## config.mk

```make
export PLATFORM = sky130hd
export DESIGN_NAME = inst_fetch_unit
export DESIGN_NICKNAME = d
export VERILOG_FILES = /design/src/rtl/inst_fetch_unit.sv
export SDC_FILE = /design/constraint.sdc
export NUM_CORES = 1
export LEC_CHECK = 0
export BUFFER_PORTS_ARGS = -buffer_cell sky130_fd_sc_hd__clkbuf_2
export CORE_MARGIN = 5
export CORE_UTILIZATION = 50
export DETAILED_ROUTE_END_ITERATION = 7
export PLACE_DENSITY = 0.73
export SYNTH_ARGS = -nofsm -noshare
export SYNTH_HDL_FRONTEND = slang
export SYNTH_SLANG_ARGS = --single-unit
```

## constraint.sdc

```tcl
create_clock -name clk_i -period 4.45 [get_ports clk_i]
set_clock_uncertainty 0.05 [all_clocks]
set_input_delay 0.2225 -clock clk_i [delete_from_list [all_inputs] [get_ports clk_i]]
set_output_delay 0.2225 -clock clk_i [all_outputs]
set_load 0.01 [all_outputs]
```

## src/rtl/inst_fetch_unit.sv

```systemverilog
// Instruction fetch front end: owns the PC, issues word reads on the instruction bus,
// buffers returned words in a prefetch FIFO and hands them to decode one per handshake.
module inst_fetch_unit #(
  parameter int unsigned FIFO_DEPTH = 2,
  parameter logic [31:0] BOOT_ADDR  = 32'h0000_0000,
  parameter logic [31:0] NOP_INST   = 32'h0000_0013
) (
  input  logic        clk_i,
  input  logic        rst_ni,
  input  logic        jump_flag_i,
  input  logic [31:0] jump_addr_i,
  input  logic        hold_i,
  output logic        bus_req_o,
  output logic [31:0] bus_addr_o,
  input  logic        bus_gnt_i,
  input  logic        bus_rvalid_i,
  input  logic [31:0] bus_rdata_i,
  output logic [31:0] inst_o,
  output logic [31:0] inst_addr_o,
  output logic        inst_valid_o,
  input  logic        inst_ready_i
);

  localparam int unsigned PW = $clog2(FIFO_DEPTH);
  localparam int unsigned CW = PW + 1;

  logic [31:0]   pc_q, pc_d;
  logic [31:0]   rsp_addr_q, rsp_addr_d;
  logic          started_q;
  logic [CW-1:0] out_q, out_d;
  logic [CW-1:0] disc_q, disc_d;
  logic [CW-1:0] cnt_q, cnt_d;
  logic [PW-1:0] rd_ptr_q, rd_ptr_d;
  logic [PW-1:0] wr_ptr_q, wr_ptr_d;
  logic [31:0]   inst_mem_q [FIFO_DEPTH];
  logic [31:0]   addr_mem_q [FIFO_DEPTH];

  logic [CW:0]   credit_used;
  logic [31:0]   jump_tgt;
  logic          req, issue, rsp, push, pop;
  logic          unused_jump_lsb;

  assign unused_jump_lsb = ^jump_addr_i[1:0];
  assign jump_tgt        = {jump_addr_i[31:2], 2'b00};

  // Credit rule: buffered words plus in-flight requests never exceed the FIFO size.
  always_comb begin
    credit_used = {1'b0, cnt_q} + {1'b0, out_q};
    req   = started_q & ~hold_i & ~jump_flag_i & (credit_used < (CW+1)'(FIFO_DEPTH));
    issue = req & bus_gnt_i;
    rsp   = bus_rvalid_i & (out_q != '0);
    push  = rsp & (disc_q == '0) & ~jump_flag_i;
    pop   = (cnt_q != '0) & inst_ready_i & ~jump_flag_i;
  end

  always_comb begin
    pc_d       = issue ? pc_q + 32'd4 : pc_q;
    out_d      = out_q + CW'(issue) - CW'(rsp);
    rsp_addr_d = push ? rsp_addr_q + 32'd4 : rsp_addr_q;
    disc_d     = (rsp && disc_q != '0) ? disc_q - CW'(1) : disc_q;
    cnt_d      = cnt_q + CW'(push) - CW'(pop);
    wr_ptr_d   = wr_ptr_q + PW'(push);
    rd_ptr_d   = rd_ptr_q + PW'(pop);
    if (jump_flag_i) begin
      // Every response still in flight after this edge belongs to the stale stream.
      pc_d       = jump_tgt;
      rsp_addr_d = jump_tgt;
      disc_d     = out_q - CW'(rsp);
      cnt_d      = '0;
      wr_ptr_d   = '0;
      rd_ptr_d   = '0;
    end
  end

  always_ff @(posedge clk_i or negedge rst_ni) begin
    if (!rst_ni) begin
      pc_q       <= BOOT_ADDR;
      rsp_addr_q <= BOOT_ADDR;
      started_q  <= 1'b0;
      out_q      <= '0;
      disc_q     <= '0;
      cnt_q      <= '0;
      rd_ptr_q   <= '0;
      wr_ptr_q   <= '0;
    end else begin
      pc_q       <= pc_d;
      rsp_addr_q <= rsp_addr_d;
      started_q  <= 1'b1;
      out_q      <= out_d;
      disc_q     <= disc_d;
      cnt_q      <= cnt_d;
      rd_ptr_q   <= rd_ptr_d;
      wr_ptr_q   <= wr_ptr_d;
    end
  end

  always_ff @(posedge clk_i) begin
    if (push) begin
      inst_mem_q[wr_ptr_q] <= bus_rdata_i;
      addr_mem_q[wr_ptr_q] <= rsp_addr_q;
    end
  end

  assign bus_req_o    = req;
  assign bus_addr_o   = pc_q;
  assign inst_valid_o = (cnt_q != '0);
  assign inst_o       = inst_valid_o ? inst_mem_q[rd_ptr_q] : NOP_INST;
  assign inst_addr_o  = inst_valid_o ? addr_mem_q[rd_ptr_q] : 32'h0;

`ifndef SYNTHESIS
  a_no_overflow: assert property (@(posedge clk_i) disable iff (!rst_ni)
    push |-> (cnt_q < CW'(FIFO_DEPTH)) || pop);
  a_rsp_expected: assert property (@(posedge clk_i) disable iff (!rst_ni)
    bus_rvalid_i |-> (out_q != '0));
`endif

endmodule

```

==> results of run 1 <==
[routing by layer]
metal  GRT usage (%)  up-vias  share of wire (%)
met1            28.6     2953                 45
met5               0        -                  0
met4            4.14        0               0.69
met2            29.2      276                 46
li1                -     2956                  -
met3            5.19       16                8.2
[cell usage after synthesis, types with 5 or more instances]
cell type	number	share of area, %
and4_1	6	0.61
buf_2	5	0.29
nor2_1	82	3.6
edfxtp_1	124	43
ha_1	10	1.4
o311ai_0	10	1.0
mux2i_1	62	7.2
clkbuf_1	20	0.87
xor2_1	23	2.3
a31oi_1	6	0.43
nand4_1	29	2.1
o21ai_0	27	1.6
nand2_1	69	3.0
nand3_1	24	1.4
o211ai_1	13	1.1
and3_1	10	0.72
buf_1	6	0.26
and2_1	7	0.51
o311ai_1	5	0.51
o21ai_1	18	1.0
xnor2_1	12	1.2
inv_1	13	0.56
dfrtp_1	69	20
[state kept, by name, indices dropped and copies added (netlist names)]
register and flops:
rd_ptr_q 1, bus_addr_o 30, addr_mem_q 60, wr_ptr_q 1, started_q 1, inst_mem_q 64
rsp_addr_q 30, cnt_q 2, disc_q 2, out_q 2
[path summary, 6_finish.rpt]
path | startpoint | endpoint | slack [ns] | cells after the start
max | out_q[0] | out_q[1] | 1.44 | 11
min | jump_addr_i[18] | rsp_addr_q[18] | 0.02 | 3
max reg2reg | out_q[0] | out_q[1] | 1.44 | 11
min reg2reg | rsp_addr_q[31] | addr_mem_q[0][31] | 0.47 | 0
max in group asynchronous | rst_ni | bus_addr_o[4] | 3.02 | 3
min in group asynchronous | rst_ni | bus_addr_o[13] | 0.37 | 2
[timing repair]
| item | in CTS | in global routing |
|---|---|---|
| hold endpoints to repair | 108 | 0 |
| hold buffers | 39 | 0 |
| setup endpoints to repair | 0 | 0 |
[final cells by class]
class	instances	area (um^2)	share of cell area, %
clock inverters	15	158	1.48
flip-flops and latches	193	5450	51.2
multi-input cells	461	3020	28.3
inverters	14	52.6	0.493
well taps	225	282	2.64
repair buffers	210	1270	11.9
clock buffers	17	425	3.99
[power by group]
part | leakage [nW] | switching (mW) | internal [mW]
Clock | 0.274 | 0.652 | 0.833
Sequential | 1.96 | 0.206 | 2.09
Combinational | 1.90 | 0.550 | 0.410
Total | 4.14 | 1.41 | 3.33
[metrics by stage]
| step | util (%) | instance area, um^2 |
|---|---|---|
| floorplan | - | 8670 |
| global placement | 56.6 | 9680 |
| detailed placement | 56.6 | 9680 |
| CTS | 62.3 | 10700 |
| global route | 62.3 | 10700 |
| finish | 62.3 | 10700 |
[cell families after synthesis]
logic type                 after synthesis
adders and majority gates               11
AOI/OAI and AO/OA                       93
buffers and inverters                   50
DFF                                    193
muxes                                   66
and+or+nand+nor                        251
other                                    2
xor gates and xnor gates                35
[worst register-to-register path: cells and delay by family (launching register included)]
kind	cells	cell delay (ns)
buffers and inverters	3	0.52
DFF	1	0.47
and+or+nand+nor	3	0.66
xor gates and xnor gates	2	0.26
adders and majority gates	3	0.96
==> run_results.csv, run 1 <==
group,metric,value,unit
critical_path,endpoint_kind,"register",
drt,first_pass_iters,4,
run_status,status,"complete, no violations",
timing,fin_crit_sh,67.7,%
die,fp.dieArea,0.0201,mm^2
timing,holdWs,0.0153,ns
die,die_h,142,um
finish,fin_cells,1135,
timing,fmax,0.332,GHz
placement,routabilityCongestion,0.865,
drt,route.detailed.drc,0,
global_route,grt_start_max_net_pins,64,
synthesis,syn_inst,701,
die,fp.dieW,142,um
timing,max_slew_margin,26.4,%
drt,drt_iter0_markers,384,
global_route,first_global_vias,5930,
critical_path,cp_slowest_cell,"dfrtp_1",
timing,slew_viol_final,0,
global_route,grt_pass1_wl,30900,um
timing,setup_viol,0,
timing,rsz0062_at_grt,"false",
synthesis,synth_warnings,0,
pwr,power,4.74,mW
finish,nFillCells,1352,
clock_tree,cts.reportedPaths.clkPinSlew,0.07,ns
critical_path,crit_required,4.71,ns
die,coreArea,0.0171,mm^2
timing,fin_ws,1.44,ns
run,maxCapViolCount,0,
synthesis,synth_flop_cell,"edfxtp_1",
die,core.rowCount,48,
timing,fin_setup_tns,0,ns
die,initial_core_util,50.6,%
timing,worst_pin_slew,1.10,ns
global_route,grtUsageTotal,19.4,%
synthesis,synthArstFlopShare,35.8,%
placement,place_ws,1.49,ns
critical_path,critPathBufInv,3,
finish,syn2layout_area_growth,23.1,%
critical_path,crit_path_max_incr_delay,0.47,ns
synthesis,synth-xor-area-share,3.54,%
synthesis,synth_top_family_by_area,"simple AND/OR/NAND/NOR gates",
clock_tree,cts_max_level,4,
critical_path,path_cells,"and2_1 > fa_1 > nor2_1 > and4_1 > buf_4 > inv_2 > ha_1 > inv_1 > ha_1 > xnor2_1 > xnor2_1",
synthesis,synthAdderAreaFrac,1.68,%
synthesis,synth_cell_type_count,50,
drt,avgRoutedWirePerCell,17.0,um
synthesis,synth-edff-count,124,
drt,vias,6201,
clock_tree,numCtsBuffers,17,
synthesis,synth.area.mux_share,7.69,%
pwr,power.density,445,mW/mm^2
drt,detail-route-antenna-nets,0,
drt,viasPerCell,5.46,
timing,hold_viol,0,
clock_tree,worst_skew_pair.late_latency,0.42,ns
finish,n_antenna_cell,0,
clock_tree,cts.repair.resized,0,
synthesis,syn_area,0.00866,mm^2
finish,mostFrequentLayoutCells,"clkbuf_2, edfxtp_1, nor2_1",
placement,hpwl,13100,um
global_route,grt-ovfl-total,0,
die,ios,169,
pwr,p_leak,4.14,nW
clock_tree,post_cts_buffers,0,
critical_path,cp.arrival,3.28,ns
synthesis,yosys.area_share.simple,14.6,%
clock_tree,clock_path_buffers,2,
placement,numPortBuffers,162,
clock_tree,cts_root_buffer,"clkbuf_16",
clock_tree,cts.sinks,193,
critical_path,crit_family,"adder cells",
finish,drive_above_1_share,24.5,%
critical_path,cp-start-kind,"register",
worst_hold_path,hold_path.class,"input port to register",
placement,dp.cells,1064,
synthesis,synth-compound-area-share,6.96,%
synthesis,avgSynthCellArea,12.4,um^2
finish,nNetsFinal,979,
timing,period_needed,3.01,ns
global_route,grt_antenna_before_repair,0,
drt,routed_wl,19300,um
critical_path,path_max_fanout,27,
synthesis,ys_seq_area_share,62.9,%
finish,final_common_cell,"clkbuf_2",
pwr,vdd_drop_max,0.269,mV
clock_tree,cts_tree,"yes",
synthesis,ys_ff_latch,193,
critical_path,crit_type,"register to register",
Note: power is estimated with default switching activity, not from simulation.
==> run 2, diff against run 1 <==
Clock period 4.45 ns to 3.1 ns, I/O delays scaled along.
==> run 2 against run 1 <==
Global-route usage increased by 0.34 points. Sequential cell count unchanged. Design area increased by 2.3%. Largest power group unchanged. Register-to-register slack got worse by 1.0 ns. Worst hold slack improved by 0.018 ns. Largest cell class unchanged. Sequential power increased by 42%. Setup slack got worse by 1.0 ns. Die area unchanged. Critical path type unchanged. Non-clock buffer count increased by 25. First-iteration DRC count decreased by 6.5%. Clock power increased by 37%. Highest routed layer unchanged. Total power increased by 42%.
==> run_results.csv, run 2 (synthesis gave the netlist of run 1 again) <==
group,metric,value,unit
run_status,status,"complete, no violations",
timing,fmax,0.370,GHz
timing,rsz0062_at_grt,"false",
die,core.rowCount,48,
clock_tree,clock_path_buffers,2,
global_route,grt_antenna_before_repair,0,
critical_path,path_cells,"and2_1 > fa_1 > nor2_1 > and4_1 > inv_2 > buf_4 > or4_1 > nand4_1",
drt,routed_wl,19800,um
placement,place_ws,0.424,ns
die,ios,169,
timing,fin_crit_sh,87.2,%
critical_path,cp-start-kind,"register",
drt,first_pass_iters,5,
clock_tree,worst_skew_pair.late_latency,0.42,ns
timing,fin_ws,0.396,ns
critical_path,crit_path_max_incr_delay,0.51,ns
finish,n_antenna_cell,0,
critical_path,path_max_fanout,17,
global_route,grtUsageTotal,19.7,%
global_route,grt_start_max_net_pins,63,
critical_path,crit_family,"simple AND/OR/NAND/NOR gates",
run,maxCapViolCount,0,
critical_path,path_depth,8,
clock_tree,cts.sinks,193,
drt,route.detailed.drc,0,
placement,placedInstanceArea,0.00974,mm^2
clock_tree,cts.reportedPaths.clkPinSlew,0.07,ns
pwr,vdd_drop_max,0.407,mV
timing,setup_viol,0,
timing,fin_setup_tns,0,ns
finish,syn2layout_area_growth,25.9,%
worst_hold_path,hold_path.class,"input port to register",
die,initial_core_util,50.6,%
drt,viasPerCell,5.49,
finish,mostFrequentLayoutCells,"clkbuf_2, edfxtp_1, nor2_1",
finish,nNetsFinal,1004,
timing,max_slew_margin,48.4,%
finish,drive_above_1_share,23.9,%
placement,numPortBuffers,162,
clock_tree,post_cts_buffers,0,
die,die_h,142,um
placement,hpwl,13300,um
die,fp.dieArea,0.0201,mm^2
drt,detail-route-antenna-nets,0,
critical_path,endpoint_kind,"register",
die,coreArea,0.0171,mm^2
timing,period_needed,2.70,ns
finish,reg.largest.list,"inst_mem_q: 64 flops, addr_mem_q: 60 flops",
global_route,grt-ovfl-total,0,
pwr,power.density,617,mW/mm^2
timing,worst_pin_slew,0.773,ns
worst_hold_path,whs_path_depth,3,
global_route,first_global_vias,6238,
timing,hold_viol,0,
timing,slew_viol_final,0,
clock_tree,cts_root_buffer,"clkbuf_16",
clock_tree,cts_tree,"yes",
die,fp.dieW,142,um
critical_path,r2r_cells,8,
pwr,p_leak,4.24,nW
clock_tree,numCtsBuffers,17,
global_route,grt_pass1_wl,31600,um
clock_tree,cts_max_level,4,
drt,avgRoutedWirePerCell,17.1,um
drt,drt_iter0_markers,359,
finish,top_register,"inst_mem_q",
critical_path,cp.arrival,3.01,ns
placement,routabilityCongestion,0.895,
critical_path,critPathBufInv,2,
critical_path,reg2reg_slack,0.40,ns
critical_path,crit_type,"register to register",
finish,final_common_cell,"clkbuf_2",
drt,vias,6364,
finish,final_area,0.0109,mm^2
critical_path,cp_slowest_cell,"or4_1",
finish,nFillCells,1346,
critical_path,crit_required,3.41,ns
finish,largest_register_ffs,64,
run 2: area by class of cell:
type / instances / area (um^2) / area share [%]
Timing Repair Buffer: 235 / 1550 / 14.2
Tap cell: 225 / 282 / 2.58
Inverter: 14 / 52.6 / 0.482
Multi-Input combinational cell: 461 / 3020 / 27.7
Clock inverter: 14 / 115 / 1.06
Sequential cell: 193 / 5450 / 50.0
Clock buffer: 18 / 429 / 3.94
run 2: repair_timing:
item / CTS / global route
endpoints found under the hold margin: 133 / 0
endpoints found under the setup margin: 0 / 0
resized for setup: 0 / 0
hold buffers: 62 / 0
run 2: where the power goes:
group / internal [mW] / switching (mW) / leakage, nW / total, mW
Clock: 1.10 / 0.923 / 0.268 / 2.03
Sequential: 3.00 / 0.256 / 1.96 / 3.26
Combinational: 0.617 / 0.832 / 2.02 / 1.45
Total: 4.72 / 2.01 / 4.24 / 6.73
run 2: per-layer routing:
layer	GRT usage [%]	routed length (um)	up-vias
met5	0	0	-
met4	5.30	273	0
met3	4.45	1720	21
met2	31.3	9230	279
met1	27.7	8570	3046
li1	-	-	3018
run 2: stage by stage:
| stage | hold WS [ns] | std cells | power, mW | util (%) |
|---|---|---|---|---|
| after floorplan | -0.191 | 704 | 4.14 | - |
| after global placement | 0.0518 | 1066 | 4.67 | 56.9 |
| after detailed placement | 0.0632 | 1066 | 4.71 | 56.9 |
| after CTS | 0.00763 | 1160 | 6.78 | 63.7 |
| after global routing | 0.00620 | 1160 | 7.07 | 63.7 |
| final | 0.0329 | 1160 | 6.73 | 63.7 |
run 2: worst register-to-register path, stage by stage, from the launching register on:
cell and delay (ns):
dfrtp_1 0.45, and2_1 0.20, fa_1 0.44, nor2_1 0.14, and4_1 0.36, inv_2 0.16
buf_4 0.23, or4_1 0.51, nand4_1 0.11
run 2: final timing paths:
kind	end	start
hold / removal	rsp_addr_q[9]	jump_addr_i[9]
setup / recovery	bus_addr_o[31]	out_q[0]
hold reg to reg	addr_mem_q[0][31]	rsp_addr_q[31]
max in group asynchronous	rd_ptr_q	rst_ni
min in group asynchronous	bus_addr_o[16]	rst_ni
setup reg to reg	bus_addr_o[31]	out_q[0]
==> run 3, diff against run 2 <==
Settings changed: CTS_BUF_LIST set to sky130_fd_sc_hd__clkbuf_8.
==> run 3 against run 2 <==
Maximum frequency about the same. Die area unchanged. Cell count hardly changed. Sequential share of layout area increased by 0.85 points. Critical path depth stayed put. Critical endpoint is now bus_addr_o[26]. Largest power group unchanged.
==> run_results.csv, run 3 (synthesis gave the netlist of run 1 again) <==
group,metric,value,unit
run_status,status,"complete, no violations",
pwr,vdd_drop_max,0.285,mV
timing,hold_viol,0,
placement,numPortBuffers,162,
timing,max_slew_margin,46.3,%
pwr,p_leak,4.17,nW
finish,largest_register_ffs,64,
die,fp.dieArea,0.0201,mm^2
clock_tree,worst_skew_pair.late_latency,0.46,ns
global_route,grt_antenna_before_repair,0,
placement,routabilityCongestion,0.895,
finish,final_common_cell,"clkbuf_2",
finish,nFillCells,1378,
finish,mostFrequentLayoutCells,"clkbuf_2, edfxtp_1, nor2_1",
finish,drive_above_1_share,23.8,%
critical_path,cp.arrival,3.05,ns
clock_tree,cts_root_buffer,"clkbuf_8",
die,ios,169,
drt,vias,6308,
pwr,power.density,576,mW/mm^2
drt,first_pass_iters,5,
timing,rsz0062_at_grt,"false",
drt,detail-route-antenna-nets,0,
clock_tree,numCtsBuffers,17,
timing,fin_ws,0.397,ns
drt,viasPerCell,5.43,
global_route,first_global_vias,6178,
finish,reg.largest.list,"inst_mem_q: 64 flops, addr_mem_q: 60 flops",
timing,fin_setup_tns,0,ns
clock_tree,cts.sinks,193,
clock_tree,cts_hold_buffers,63,
drt,avgRoutedWirePerCell,16.8,um
placement,place_ws,0.424,ns
worst_hold_path,hold_path.class,"input port to register",
clock_tree,cts_tree,"yes",
global_route,grtUsageTotal,19.6,%
die,coreArea,0.0171,mm^2
run,maxCapViolCount,0,
clock_tree,post_cts_buffers,0,
timing,fin_crit_sh,87.2,%
die,initial_core_util,50.6,%
timing,fmax,0.370,GHz
timing,slew_viol_final,0,
global_route,grt-ovfl-total,0,
timing,setup_viol,0,
die,die_h,142,um
critical_path,crit_type,"register to register",
global_route,grt_pass1_wl,31300,um
global_route,grt_start_max_net_pins,63,
clock_tree,cts.reportedPaths.clkPinSlew,0.09,ns
drt,drt_iter0_markers,350,
finish,n_antenna_cell,0,
critical_path,path_max_fanout,17,
finish,top_register,"inst_mem_q",
placement,hpwl,13300,um
clock_tree,clock_path_buffers,2,
drt,route.detailed.drc,0,
critical_path,endpoint_kind,"register",
finish,syn2layout_area_growth,23.8,%
timing,worst_pin_slew,0.805,ns
clock_tree,cts.repair.resized,0,
die,core.rowCount,48,
timing,period_needed,2.70,ns
critical_path,cp-start-kind,"register",
finish,nNetsFinal,1005,
critical_path,crit_required,3.45,ns
drt,routed_wl,19500,um
clock_tree,cts_max_level,4,
die,fp.dieW,142,um
run 3: changes by cell type in the layout (fill, tap and decap cells not counted), sizes merged:
cell and delta:
dlygate4sd3 +1, inv +1, clkbuf -1
run 3: worst max-delay path: stages (launching register included):
cell and delay (ns):
dfrtp_1 0.46, and2_1 0.20, fa_1 0.44, nor2_1 0.14
and4_1 0.36, inv_2 0.15, buf_4 0.23, or4_1 0.52
nand3_1 0.10
run 3: routing by layer:
| layer | global-route usage, % | part of all wire [%] |
|---|---|---|
| met1 | 27.6 | 44 |
| met2 | 30.8 | 46 |
| met3 | 4.21 | 7.9 |
| met4 | 6.16 | 1.8 |
| met5 | 0 | 0 |
run 3: where the power goes:
part	switching [mW]	internal [mW]
clock	0.847	0.629
combinational	0.827	0.618
sequential	0.255	3.00
total	1.93	4.24
run 3: per-stage QoR:
stage | power (mW) | util (%) | area [um^2] | hold WS [ns] | instances
2_1_floorplan | 4.14 | - | 8670 | -0.191 | 704
3_3_place_gp | 4.67 | 56.9 | 9740 | 0.0518 | 1066
3_5_place_dp | 4.71 | 56.9 | 9740 | 0.0632 | 1066
4_1_cts | 6.24 | 62.6 | 10700 | 0.0135 | 1161
5_1_grt | 6.52 | 62.6 | 10700 | 0.0459 | 1161
6_report | 6.17 | 62.6 | 10700 | 0.0382 | 1161
run 3: final timing paths:
check                                     from                 to  slack, ns  cells past startpoint
max in group asynchronous               rst_ni           rd_ptr_q       1.81                      3
min in group asynchronous               rst_ni     bus_addr_o[16]       0.09                      2
worst min register to register  rsp_addr_q[28]  addr_mem_q[0][28]       0.49                      0
worst max-delay path                  out_q[0]     bus_addr_o[26]       0.40                      8
worst min-delay path              inst_ready_i           rd_ptr_q       0.04                      4
worst max register to register        out_q[0]     bus_addr_o[26]       0.40                      8
run 3: cell type report:
class | count | area [um^2] | area share, %
Sequential cell | 193 | 5450 | 50.9
Multi-Input combinational cell | 461 | 3020 | 28.2
Timing Repair Buffer | 236 | 1560 | 14.6
Tap cell | 225 | 282 | 2.63
Clock buffer | 17 | 234 | 2.18
Clock inverter | 15 | 119 | 1.11
Inverter | 14 | 52.6 | 0.490
